File: config.mk
export PLATFORM = sky130hd
export DESIGN_NAME = alarm_ctrl_fsm_flat
export DESIGN_NICKNAME = d
export VERILOG_FILES = /design/src/rtl/alarm_ctrl_if.sv /design/src/rtl/alarm_ctrl_fsm.sv /design/src/flat_wrapper.sv
export SDC_FILE = /design/constraint.sdc
export NUM_CORES = 1
export LEC_CHECK = 0
export ABC_AREA = 0
export BUFFER_PORTS_ARGS = -buffer_cell sky130_fd_sc_hd__buf_2
export CORE_AREA = 4 4 41 43
export CTS_BUF_LIST = sky130_fd_sc_hd__clkbuf_8
export CTS_CLUSTER_SIZE = 24
export DETAILED_ROUTE_END_ITERATION = 8
export DIE_AREA = 0 0 45 47
export GPL_ROUTABILITY_DRIVEN = 0
export PLACE_DENSITY_LB_ADDON = 0.2
export RECOVER_POWER = 25
export SYNTH_ARGS = -nofsm -noshare
export SYNTH_HDL_FRONTEND = slang
export SYNTH_SLANG_ARGS = --single-unit
File: constraint.sdc
create_clock -name clk -period 3.4 [get_ports clk]
set_clock_uncertainty 0.15 [all_clocks]
set_input_delay 0.51 -clock clk [delete_from_list [all_inputs] [get_ports clk]]
set_output_delay 0.51 -clock clk [all_outputs]
set_load 0.005 [all_outputs]
File: src/rtl/alarm_ctrl_if.sv
// Keypad/button inputs and display/load strobes of the alarm clock sequencer.
// The keypad side holds levels (key, buttons, one_second pulse) and the controller
// answers with Moore strobes decoded from its state register, so there is no ready path.
interface alarm_ctrl_if;
  logic       one_second;
  logic [3:0] key;
  logic       alarm_button;
  logic       time_button;
  logic       shift;
  logic       show_new_time;
  logic       show_alarm;
  logic       load_new_c;
  logic       load_new_a;

  modport master (
    output one_second, key, alarm_button, time_button,
    input  shift, show_new_time, show_alarm, load_new_c, load_new_a
  );

  modport slave (
    input  one_second, key, alarm_button, time_button,
    output shift, show_new_time, show_alarm, load_new_c, load_new_a
  );
endinterface

File: src/rtl/alarm_ctrl_fsm.sv
// Alarm clock keypad sequencer: turns key/button activity into shift, load and
// display strobes, and drops a partial entry after TIMEOUT_S seconds of inactivity.
module alarm_ctrl_fsm #(
  parameter int         TIMEOUT_S = 10,
  parameter logic [3:0] NOKEY     = 4'd10
) (
  input  logic        clk,
  input  logic        reset,
  alarm_ctrl_if.slave bus,
  output logic [2:0]  state_dbg
);

  localparam int             CW   = $clog2(TIMEOUT_S + 1);
  localparam logic [CW-1:0]  TMAX = CW'(TIMEOUT_S);

  typedef enum logic [2:0] {
    SHOW_TIME        = 3'd0,
    KEY_STORED       = 3'd1,
    KEY_WAITED       = 3'd2,
    KEY_ENTRY        = 3'd3,
    SHOW_ALARM       = 3'd4,
    SET_ALARM_TIME   = 3'd5,
    SET_CURRENT_TIME = 3'd6
  } state_t;

  state_t          state_q, state_d;
  logic [CW-1:0]   count_q, count_d;
  logic            key_pressed;
  logic            timeout;

  // Codes 11..15 behave exactly like NOKEY.
  assign key_pressed = (bus.key != NOKEY) && (bus.key <= 4'd9);
  assign timeout     = (count_q == TMAX);

  always_ff @(posedge clk or posedge reset) begin
    if (reset) begin
      state_q <= SHOW_TIME;
      count_q <= '0;
    end else begin
      state_q <= state_d;
      count_q <= count_d;
    end
  end

  always_comb begin
    state_d = state_q;
    unique case (state_q)
      SHOW_TIME: begin
        if (bus.alarm_button)  state_d = SHOW_ALARM;
        else if (key_pressed)  state_d = KEY_STORED;
      end
      KEY_STORED: state_d = KEY_WAITED;
      KEY_WAITED: begin
        if (timeout)           state_d = SHOW_TIME;
        else if (!key_pressed) state_d = KEY_ENTRY;
      end
      KEY_ENTRY: begin
        if (bus.alarm_button)     state_d = SET_ALARM_TIME;
        else if (bus.time_button) state_d = SET_CURRENT_TIME;
        else if (timeout)         state_d = SHOW_TIME;
        else if (key_pressed)     state_d = KEY_STORED;
      end
      SHOW_ALARM: begin
        if (!bus.alarm_button) state_d = SHOW_TIME;
      end
      SET_ALARM_TIME:   state_d = SHOW_TIME;
      SET_CURRENT_TIME: state_d = SHOW_TIME;
      default:          state_d = SHOW_TIME;
    endcase
  end

  // Only the two waiting states accumulate seconds; every stored key restarts from zero.
  always_comb begin
    count_d = '0;
    if (state_q == KEY_WAITED || state_q == KEY_ENTRY) begin
      count_d = count_q;
      if (bus.one_second && (count_q != TMAX)) count_d = count_q + CW'(1);
    end
  end

  assign bus.shift         = (state_q == KEY_STORED);
  assign bus.show_new_time = (state_q == KEY_STORED) || (state_q == KEY_WAITED) ||
                             (state_q == KEY_ENTRY);
  assign bus.show_alarm    = (state_q == SHOW_ALARM);
  assign bus.load_new_a    = (state_q == SET_ALARM_TIME);
  assign bus.load_new_c    = (state_q == SET_CURRENT_TIME);
  assign state_dbg         = state_q;

endmodule

File: src/flat_wrapper.sv
// flat-port wrapper written by rule: the top's interface ports become plain ports
module alarm_ctrl_fsm_flat 
#(
  parameter int         TIMEOUT_S = 10,
  parameter logic [3:0] NOKEY     = 4'd10
)
  (clk, reset, state_dbg, bus_one_second, bus_key, bus_alarm_button, bus_time_button, bus_shift, bus_show_new_time, bus_show_alarm, bus_load_new_c, bus_load_new_a);
  alarm_ctrl_if bus_i ();
  input  logic clk;
  input  logic reset;
  output logic [2:0] state_dbg;
  input wire logic [$bits(bus_i.one_second)-1:0] bus_one_second;
  input wire logic [$bits(bus_i.key)-1:0] bus_key;
  input wire logic [$bits(bus_i.alarm_button)-1:0] bus_alarm_button;
  input wire logic [$bits(bus_i.time_button)-1:0] bus_time_button;
  output wire logic [$bits(bus_i.shift)-1:0] bus_shift;
  output wire logic [$bits(bus_i.show_new_time)-1:0] bus_show_new_time;
  output wire logic [$bits(bus_i.show_alarm)-1:0] bus_show_alarm;
  output wire logic [$bits(bus_i.load_new_c)-1:0] bus_load_new_c;
  output wire logic [$bits(bus_i.load_new_a)-1:0] bus_load_new_a;
  assign bus_i.one_second = bus_one_second;
  assign bus_i.key = bus_key;
  assign bus_i.alarm_button = bus_alarm_button;
  assign bus_i.time_button = bus_time_button;
  assign bus_shift = bus_i.shift;
  assign bus_show_new_time = bus_i.show_new_time;
  assign bus_show_alarm = bus_i.show_alarm;
  assign bus_load_new_c = bus_i.load_new_c;
  assign bus_load_new_a = bus_i.load_new_a;
  alarm_ctrl_fsm #(.TIMEOUT_S(TIMEOUT_S), .NOKEY(NOKEY)) u_core (.clk(clk), .reset(reset), .bus(bus_i), .state_dbg(state_dbg));
endmodule
---- Word level (Yosys, flattened, before mapping) ----
Cells that the tools add are included.
storage, ports and cells
  word-level logic and storage cells ...... 34
  flip-flop bits (word level) ............. 7
  bits of input ports ..................... 9
cells by class
  $lt $le $gt $ge ......................... 1
  reduce and logical (&&, ||, !) cells .... 7
  add/sub/neg operators ................... 1
  eq/ne operators ......................... 12
  multiplexer cells ....................... 11
operators by type and width
  kind                   count
  $mux W3                8
  $pmux W3 S5            1
  $eq A3 B3 Y1 const B   3
  $mux W4                2
  $ne A4 B4 Y1 const B   2
  $eq A3 B2 Y1 const B   2
  $add A4 B1 Y4 const B  1
  $eq A4 B4 Y1 const B   1
  $le A4 B4 Y1 const B   1
  $ne A2 B2 Y1 const B   2
  $eq A3 B1 Y1 const B   1
  $logic_not A3 Y1       1
  $logic_or A1 B1 Y1     3
  $ne A3 B3 Y1 const B   1
  $logic_and A1 B1 Y1    2
  $reduce_and A2 Y1      1

---- Depth between registers and ports, before layout ----
Gate-level depths: netlist of the first run.
  depth in word-level cells ............... 7
  gate-level depth with buffers ........... 5

---- Least setup slack after synthesis of the first run ----
Ideal clock, no wire load.
  path kind ............................... register -> register
  start point ............................. register u_core.count_q[0]
  end point ............................... register u_core.state_q[0], in the netlist u_core.state_dbg[0]
  slack ................................... 1.819 ns
  buffers on the path ..................... 0
  required time ........................... 3.151 ns
  arrival ................................. 1.331 ns
  cell stages (with the launch flop) ...... 6
  period minus slack after synthesis ...... 1.581 ns
  cell sequence ........................... dfrtp_1 inv_1 ha_1 and3b_1 or3_1 a311oi_1
between the ends
  cells in the longest elaborated chain, start to end .. 5
  elaborated cells between the ends (all ways) .. 8
  classes of those cells .................. 2 x eq/ne; 5 x mux; 1 x reduce/logical
ends and longest elaborated chain
  element                 RTL line              source
  from (decl)             alarm_ctrl_fsm.sv:27  logic [CW-1:0] count_q, count_d;
  from (signal assigned)  alarm_ctrl_fsm.sv:41  count_q <= count_d;
  $eq A4 B4 Y1 *          alarm_ctrl_fsm.sv:33  assign timeout = (count_q == TMAX);
  $mux W3                 alarm_ctrl_fsm.sv:60  else if (timeout) state_d = SHOW_TIME;
  $mux W3                 alarm_ctrl_fsm.sv:59  else if (bus.time_button) state_d = SET_CURRENT_TIME;
  $mux W3                 alarm_ctrl_fsm.sv:58  if (bus.alarm_button) state_d = SET_ALARM_TIME;
  $pmux W3 S5             alarm_ctrl_fsm.sv:47  unique case (state_q)
  to (signal assigned)    alarm_ctrl_fsm.sv:40  state_q <= state_d;
  to (decl)               alarm_ctrl_fsm.sv:26  state_t state_q, state_d;
Mark *: on every way between the ends. The rest lies on a longest branch, timed or not.
A chain may end at the register's enable or synchronous reset.

---- Worst setup path in the final report of the first run ----
  start point ............................. register u_core.state_q[1], in the netlist u_core.state_dbg[1]
  end point ............................... output bus_show_alarm
between the ends
  cells in the longest elaborated chain, start to end .. 1
ends and longest elaborated chain
  element       RTL line              source
  $eq A3 B3 Y1  alarm_ctrl_fsm.sv:84  assign bus.show_alarm = (state_q == SHOW_ALARM);
  to (decl)     flat_wrapper.sv:18    output wire logic [$bits(bus_i.show_alarm)-1:0] bus_show_alarm;
No other way between the ends.

==> results of run 1 <==
power by group through the flow:
stage | logic [W] | registers, W | clock network, W
after floorplan | 0.0000835 | 0.000134 | 0
after global placement | 0.000138 | 0.000140 | 0
after detailed placement | 0.000140 | 0.000140 | 0
after CTS | 0.000139 | 0.000139 | 0.000122
after global routing | 0.000156 | 0.000147 | 0.000127
final | 0.000136 | 0.000139 | 0.000115
area by class of cell:
cell class	count	area [um^2]	share of cell area, %
Timing Repair Buffer	15	75.1	12.8
Clock inverter	1	3.75	0.638
Multi-Input combinational cell	37	251	42.8
Inverter	6	22.5	3.83
Clock buffer	3	41.3	7.02
Tap cell	15	18.8	3.19
Sequential cell	7	175	29.8
path summary, 6_finish.rpt:
| path | depth (start not counted) | endpoint | start |
|---|---|---|---|
| max in group asynchronous | 2 | u_core.count_q[1]$_DFFE_PP0P_ | reset |
| min | 2 | u_core.count_q[3]$_DFFE_PP0P_ | reset |
| min reg2reg | 2 | u_core.count_q[3]$_DFFE_PP0P_ | u_core.count_q[3]$_DFFE_PP0P_ |
| max | 3 | bus_show_alarm | u_core.state_dbg[1]$_DFFE_PP0P_ |
| max reg2reg | 5 | u_core.state_dbg[0]$_DFFE_PP0P_ | u_core.count_q[0]$_DFFE_PP0P_ |
| min in group clk | 2 | u_core.count_q[3]$_DFFE_PP0P_ | u_core.count_q[3]$_DFFE_PP0P_ |
Yosys cell counts, drive strengths merged (2+ instances only):
| cell type | count |
|---|---|
| nor3 | 2 |
| nand3 | 2 |
| ha | 2 |
| or3 | 2 |
| and3 | 3 |
| dfrtp | 7 |
| o21ai | 4 |
| inv | 6 |
| or4 | 2 |
| nand2b | 2 |
| a21oi | 4 |
| nor2 | 2 |
logic make-up (layout without fill, tap and decap cells):
logic type      after synthesis  count (layout)  synth area share, %
simple gates                 21              21                 30.9
compound gates               13              13                 17.6
flops                         7               7                 39.0
buf+inv                       6              25                 5.01
fa+ha+maj                     2               2                 5.57
xor+xnor                      1               1                 1.95
through the flow:
stage,cells,hold WS (ps),instance area (um^2)
final,84,57.8,588
after global routing,84,76.7,588
after detailed placement,80,311,543
after floorplan,50,163,449
after CTS,84,65.0,588
after global placement,80,307,543
flip-flops by register name (all words and copies together) (netlist names):
| signal | count |
|---|---|
| u_core.count_q | 4 |
| u_core.state_dbg | 3 |
critical path: stages, from the launching register on:
cell and delay (ps):
dfrtp_1 480, inv_1 160, and3_1 200, buf_2 120
cell usage in the layout (no fill, tap or decap):
master and n:
nor2b_1 1, o211ai_1 1, nor2_1 2, nand4b_1 1, nand3_1 2, buf_2 15, o21ai_0 4, and3_1 2
inv_1 7, a311oi_1 1, o21a_1 1, a21oi_1 4, a31oi_1 1, or3_1 2, ha_1 2, dfrtp_1 7
nand4_1 1, nand2b_1 1, nor4_1 1, and3b_1 1, nand2b_4 1, nand3b_1 1, or4_1 2, a31o_2 1
clkbuf_8 3, xor2_1 1, nor3_1 2, and3_2 1
per-layer routing:
metal	routed length (um)	part of all wire [%]
met4	38	3.7
met5	0	0
met2	455	45
met3	57	5.6
met1	463	46
==> qor.txt, run 1 <==
status -> complete, no violations
Mapped Area -> 449 um^2
Starting Density -> 34.5%
DP HPWL -> 754 um
Die H -> 47 um
layout cells sized above 1 -> 30.4%
Top Usage Layer GRT -> met2
TritonCTS clock tree -> built
Async SR Flop Fraction -> 100%
Layout Nets -> 81
via count -> 418
Core Area -> 1300 um^2
Max Slew Vio Count -> 0
Net Switching -> 0.000140 W
Max-cap violations -> 0
EDFF count, synth -> 0
flops & latches, synth -> 7
root buf cell -> clkbuf_8
synthesized area per cell -> 8.98 um^2
cell accounting for the most synthesized area -> dfrtp_1
io pins -> 17
GRT met3 Usage -> 5.75%
Layout area overhead -> 30.9%
n_diodes -> 0
final setup fails -> 0
critical path required time -> 2740 ps
largest fanout on the critical path -> 8
Post-Synthesis Cells -> 50
vias per cell -> 4.98
Crit path arrival time -> 1200 ps
DRC errors left -> 0
I/O Buffers -> 15
Synth Warn # -> 0
CTS Buffer Depth -> 2
CTS Buf Count -> 3
Leak Pwr -> 0.292 nW
internal power -> 0.000251 W
worst slack, placed -> 1650 ps
sequential share of the synthesized area -> 39.0%
Critical Path End Type -> primary output
met2 GRT Util -> 15.8%
Die W -> 45 um
startpoint type of the worst setup path -> register
fin util -> 45.2%
GRT Total Usage -> 12.7%
htree depth -> 1
clock-pin slew on the worst setup and hold paths -> 40 ps
first-pass GRT wire length -> 1.75 mm
Pwr per Cell Area -> 664 nW/um^2
Avg WL per Cell -> 12.1 um
Synth Flop Type -> dfrtp_1
combinational share of power -> 34.9%
Synth cell types -> 26
largest net degree at the start of global routing -> 10
Worst Slack Setup Final -> 1540 ps
Max IR drop VDD -> 0.362 mV
TritonRoute pass-1 iters -> 4
wirelength, routed -> 1.02 mm
cts hold-fix bufs -> 0
Iter 0 DRT Violations -> 6
Switching Fraction -> 35.7%
Seq pwr share -> 35.6%
final global-route overflow total -> 0
antenna violations before repair -> 0
M1 GR Usage -> 15.8%
post-route ant nets -> 0
clock power share -> 29.5%
syn_nets -> 61
flop2flop setup slack -> 1680 ps
minimum clock period -> 1860 ps
row count -> 13
critical setup path kind -> reg -> out
Synth top area share -> 39.0%
Worst-Margin Slew -> 283 ps
Final Cycle Share -> 54.6%
unrepaired setup endpoints after global routing -> false
setup TNS -> 0 ps
Min-Delay Path Class -> in -> async
fmax -> 539 MHz
number of global-route vias before repair -> 374
synth top area cells -> dfrtp_1 (39%), ha_1 (5.6%), inv_1 (5.0%)
Post-CTS Setup Bufs -> 0
relative slew slack -> 81.1%
cts repair resizes -> 0
FILL cells -> 137
Die ar. -> 2120 um^2
Design Power -> 0.000391 W
clk sinks -> 7
final-report hold violation count -> 0
Clock Latency Late Sink -> 230 ps
(Power assumes the default switching activity.)
==> run 2, diff against run 1 <==
==> constraint.sdc (replaced) <==
create_clock -name clk -period 1.6 [get_ports clk]
set_clock_uncertainty 0.15 [all_clocks]
set_input_delay 0.24 -clock clk [delete_from_list [all_inputs] [get_ports clk]]
set_output_delay 0.24 -clock clk [all_outputs]
set_load 0.005 [all_outputs]
==> qor.txt, run 2 (synthesis gave the netlist of run 1 again) <==
Fin Hold WS -> 158 ps (+100 ps)
Die W -> 45 um (unchanged)
Avg WL per Cell -> 13.5 um (+11%)
first-pass GRT wire length -> 2.00 mm (+14%)
clock-pin slew on the worst setup and hold paths -> 40 ps (about the same)
startpoint type of the worst setup path -> register
Critical Path End Type -> register
most frequent cells in the layout -> buf_2 (15), buf_4 (7), dfrtp_1 (6), inv_1 (5), o21ai_0 (4)
DRC errors left -> 0 (unchanged)
fin util -> 54.8% (+9.6 points)
minimum clock period -> 1600 ps
critical path endpoint -> u_core.count_q[1]$_DFFE_PP0P_
n_diodes -> 0 (unchanged)
Crit path arrival time -> 1600 ps (+400 ps)
CTS Buffer Depth -> 2 (unchanged)
Starting Density -> 34.5% (unchanged)
largest net degree at the start of global routing -> 9 (-1)
status -> complete, no violations
critical path required time -> 1600 ps (-1140 ps)
wirelength, routed -> 1.25 mm (+23%)
CTS Buf Count -> 3 (unchanged)
layout cells sized above 1 -> 51.3% (+21 points)
critical path startpoint -> u_core.count_q[1]$_DFFE_PP0P_
final global-route overflow total -> 0 (unchanged)
final cell count without fillers -> 93 (+11%)
io pins -> 17 (unchanged)
Leak Pwr -> 0.339 nW (+16%)
commonest non-fill, non-tap cell in the layout -> buf_2
TritonCTS clock tree -> built
Clock Latency Late Sink -> 230 ps (about the same)
Layout area overhead -> 58.8%
TritonRoute pass-1 iters -> 4 (unchanged)
Max IR drop VDD -> 0.693 mV (+92%)
worst r2r src -> u_core.count_q[1]$_DFFE_PP0P_
row count -> 13 (unchanged)
Inst Count DP -> 86 (+7.5%)
vias per cell -> 5.18 (+4.2%)
Max-cap violations -> 0 (unchanged)
htree depth -> 1 (unchanged)
number of global-route vias before repair -> 483 (+29%)
root buf cell -> clkbuf_8
via count -> 482 (+15%)
RR Endpoint -> u_core.count_q[1]$_DFFE_PP0P_
Worst-Margin Slew -> 266 ps (-16.7 ps)
Core Area -> 1300 um^2 (unchanged)
Min-Delay Path Class -> in -> reg
fmax -> 626 MHz
final-report hold violation count -> 0 (unchanged)
unrepaired setup endpoints after global routing -> true
Max Slew Vio Count -> 0 (unchanged)
critical setup path kind -> reg -> reg
Largest register FFs -> 4 (unchanged)
register with the most flip-flops -> u_core.count_q
relative slew slack -> 82.2% (+1.1 points)
I/O Buffers -> 15 (unchanged)
Die H -> 47 um (unchanged)
Reg2Reg Depth -> 5 (unchanged)
Iter 0 DRT Violations -> 7 (+1)
GRT Total Usage -> 13.8% (+1.1 points)
antenna violations before repair -> 0 (unchanged)
FILL cells -> 131 (-4.4%)
Die ar. -> 2120 um^2 (unchanged)
DP HPWL -> 857 um (+14%)
Layout Nets -> 90 (+11%)
largest fanout on the critical path -> 4 (-4)
flop2flop setup slack -> 2 ps (-1680 ps)
final setup fails -> 0 (unchanged)
Final Cycle Share -> 99.9%
clk sinks -> 7 (unchanged)
Pwr per Cell Area -> 1320 nW/um^2 (+99%)
post-route ant nets -> 0 (unchanged)
-- run 2: changes by cell type in the layout (fill, tap and decap cells not counted), moves of 2 or more --
cell and delta:
ha_4 +2, inv_1 -2, a21oi_2 +2, ha_1 -2, buf_4 +7, a21oi_1 -2, inv_2 +2
-- run 2: worst max-delay path, cell delays in order (launching register included) --
cell and delay, ps:
dfrtp_1 400, ha_4 170, and3b_2 220, buf_4 140
or3_1 320, a21oi_2 120
-- run 2: metal layers --
metal | wire length [um] | global-route usage (%) | up-vias
met3 | 42 | 6.13 | 4
li1 | - | - | 241
met5 | 0 | 0 | -
met2 | 644 | 20.3 | 6
met4 | 12 | 10.5 | 0
met1 | 552 | 15.7 | 231
-- run 2: area by class of cell --
type	instances	area [um^2]	area share [%]
multi-input combinational	37	302	42.3
clock buffer	3	41.3	5.79
inverter	6	22.5	3.16
tap	15	18.8	2.63
clock inverter	1	3.75	0.526
sequential	7	176	24.7
timing repair buffer	24	149	20.9
-- run 2: worst min path at each step --
stage	cells past startpoint	slack, ps	from	endpoint
6_report	3	160	bus_one_second	u_core.count_q[0]$_DFFE_PP0P_
3_5_place_dp	2	30	reset	u_core.state_dbg[0]$_DFFE_PP0P_
2_1_floorplan	1	-110	reset	u_core.count_q[0]$_DFFE_PP0P_
3_3_place_gp	2	30	reset	u_core.state_dbg[0]$_DFFE_PP0P_
5_1_grt	3	170	bus_one_second	u_core.count_q[0]$_DFFE_PP0P_
4_1_cts	3	150	bus_one_second	u_core.count_q[0]$_DFFE_PP0P_
-- run 2: per-stage QoR --
| step | area [um^2] | setup WS (ps) | setup TNS, ps | power (W) |
|---|---|---|---|---|
| floorplan | 449 | 19.2 | 0 | 0.000463 |
| global placement | 588 | -1.35 | -1.35 | 0.000635 |
| detailed placement | 588 | -46.6 | -51.6 | 0.000638 |
| CTS | 662 | -18.9 | -31.3 | 0.000894 |
| global route | 713 | -41.2 | -84.0 | 0.00101 |
| finish | 713 | 1.83 | 0 | 0.000943 |
-- run 2: power by group --
group          leakage [nW]  switching [W]  internal (W)  total, W
combinational         0.220       0.000218      0.000217  0.000435
clock                0.0269      0.0000745      0.000166  0.000240
sequential           0.0924      0.0000467      0.000221  0.000268
total                 0.339       0.000339      0.000603  0.000943
-- run 2: timing repair --
item / 4_1_cts / 5_1_grt
resized for setup: 3 / 11
endpoints found under the hold margin: 7 / 0
pin swaps: 2 / 1
hold buffers: 1 / 0
endpoints found under the setup margin: 5 / 8
setup buffers: 2 / 1
gates cloned: 0 / 0
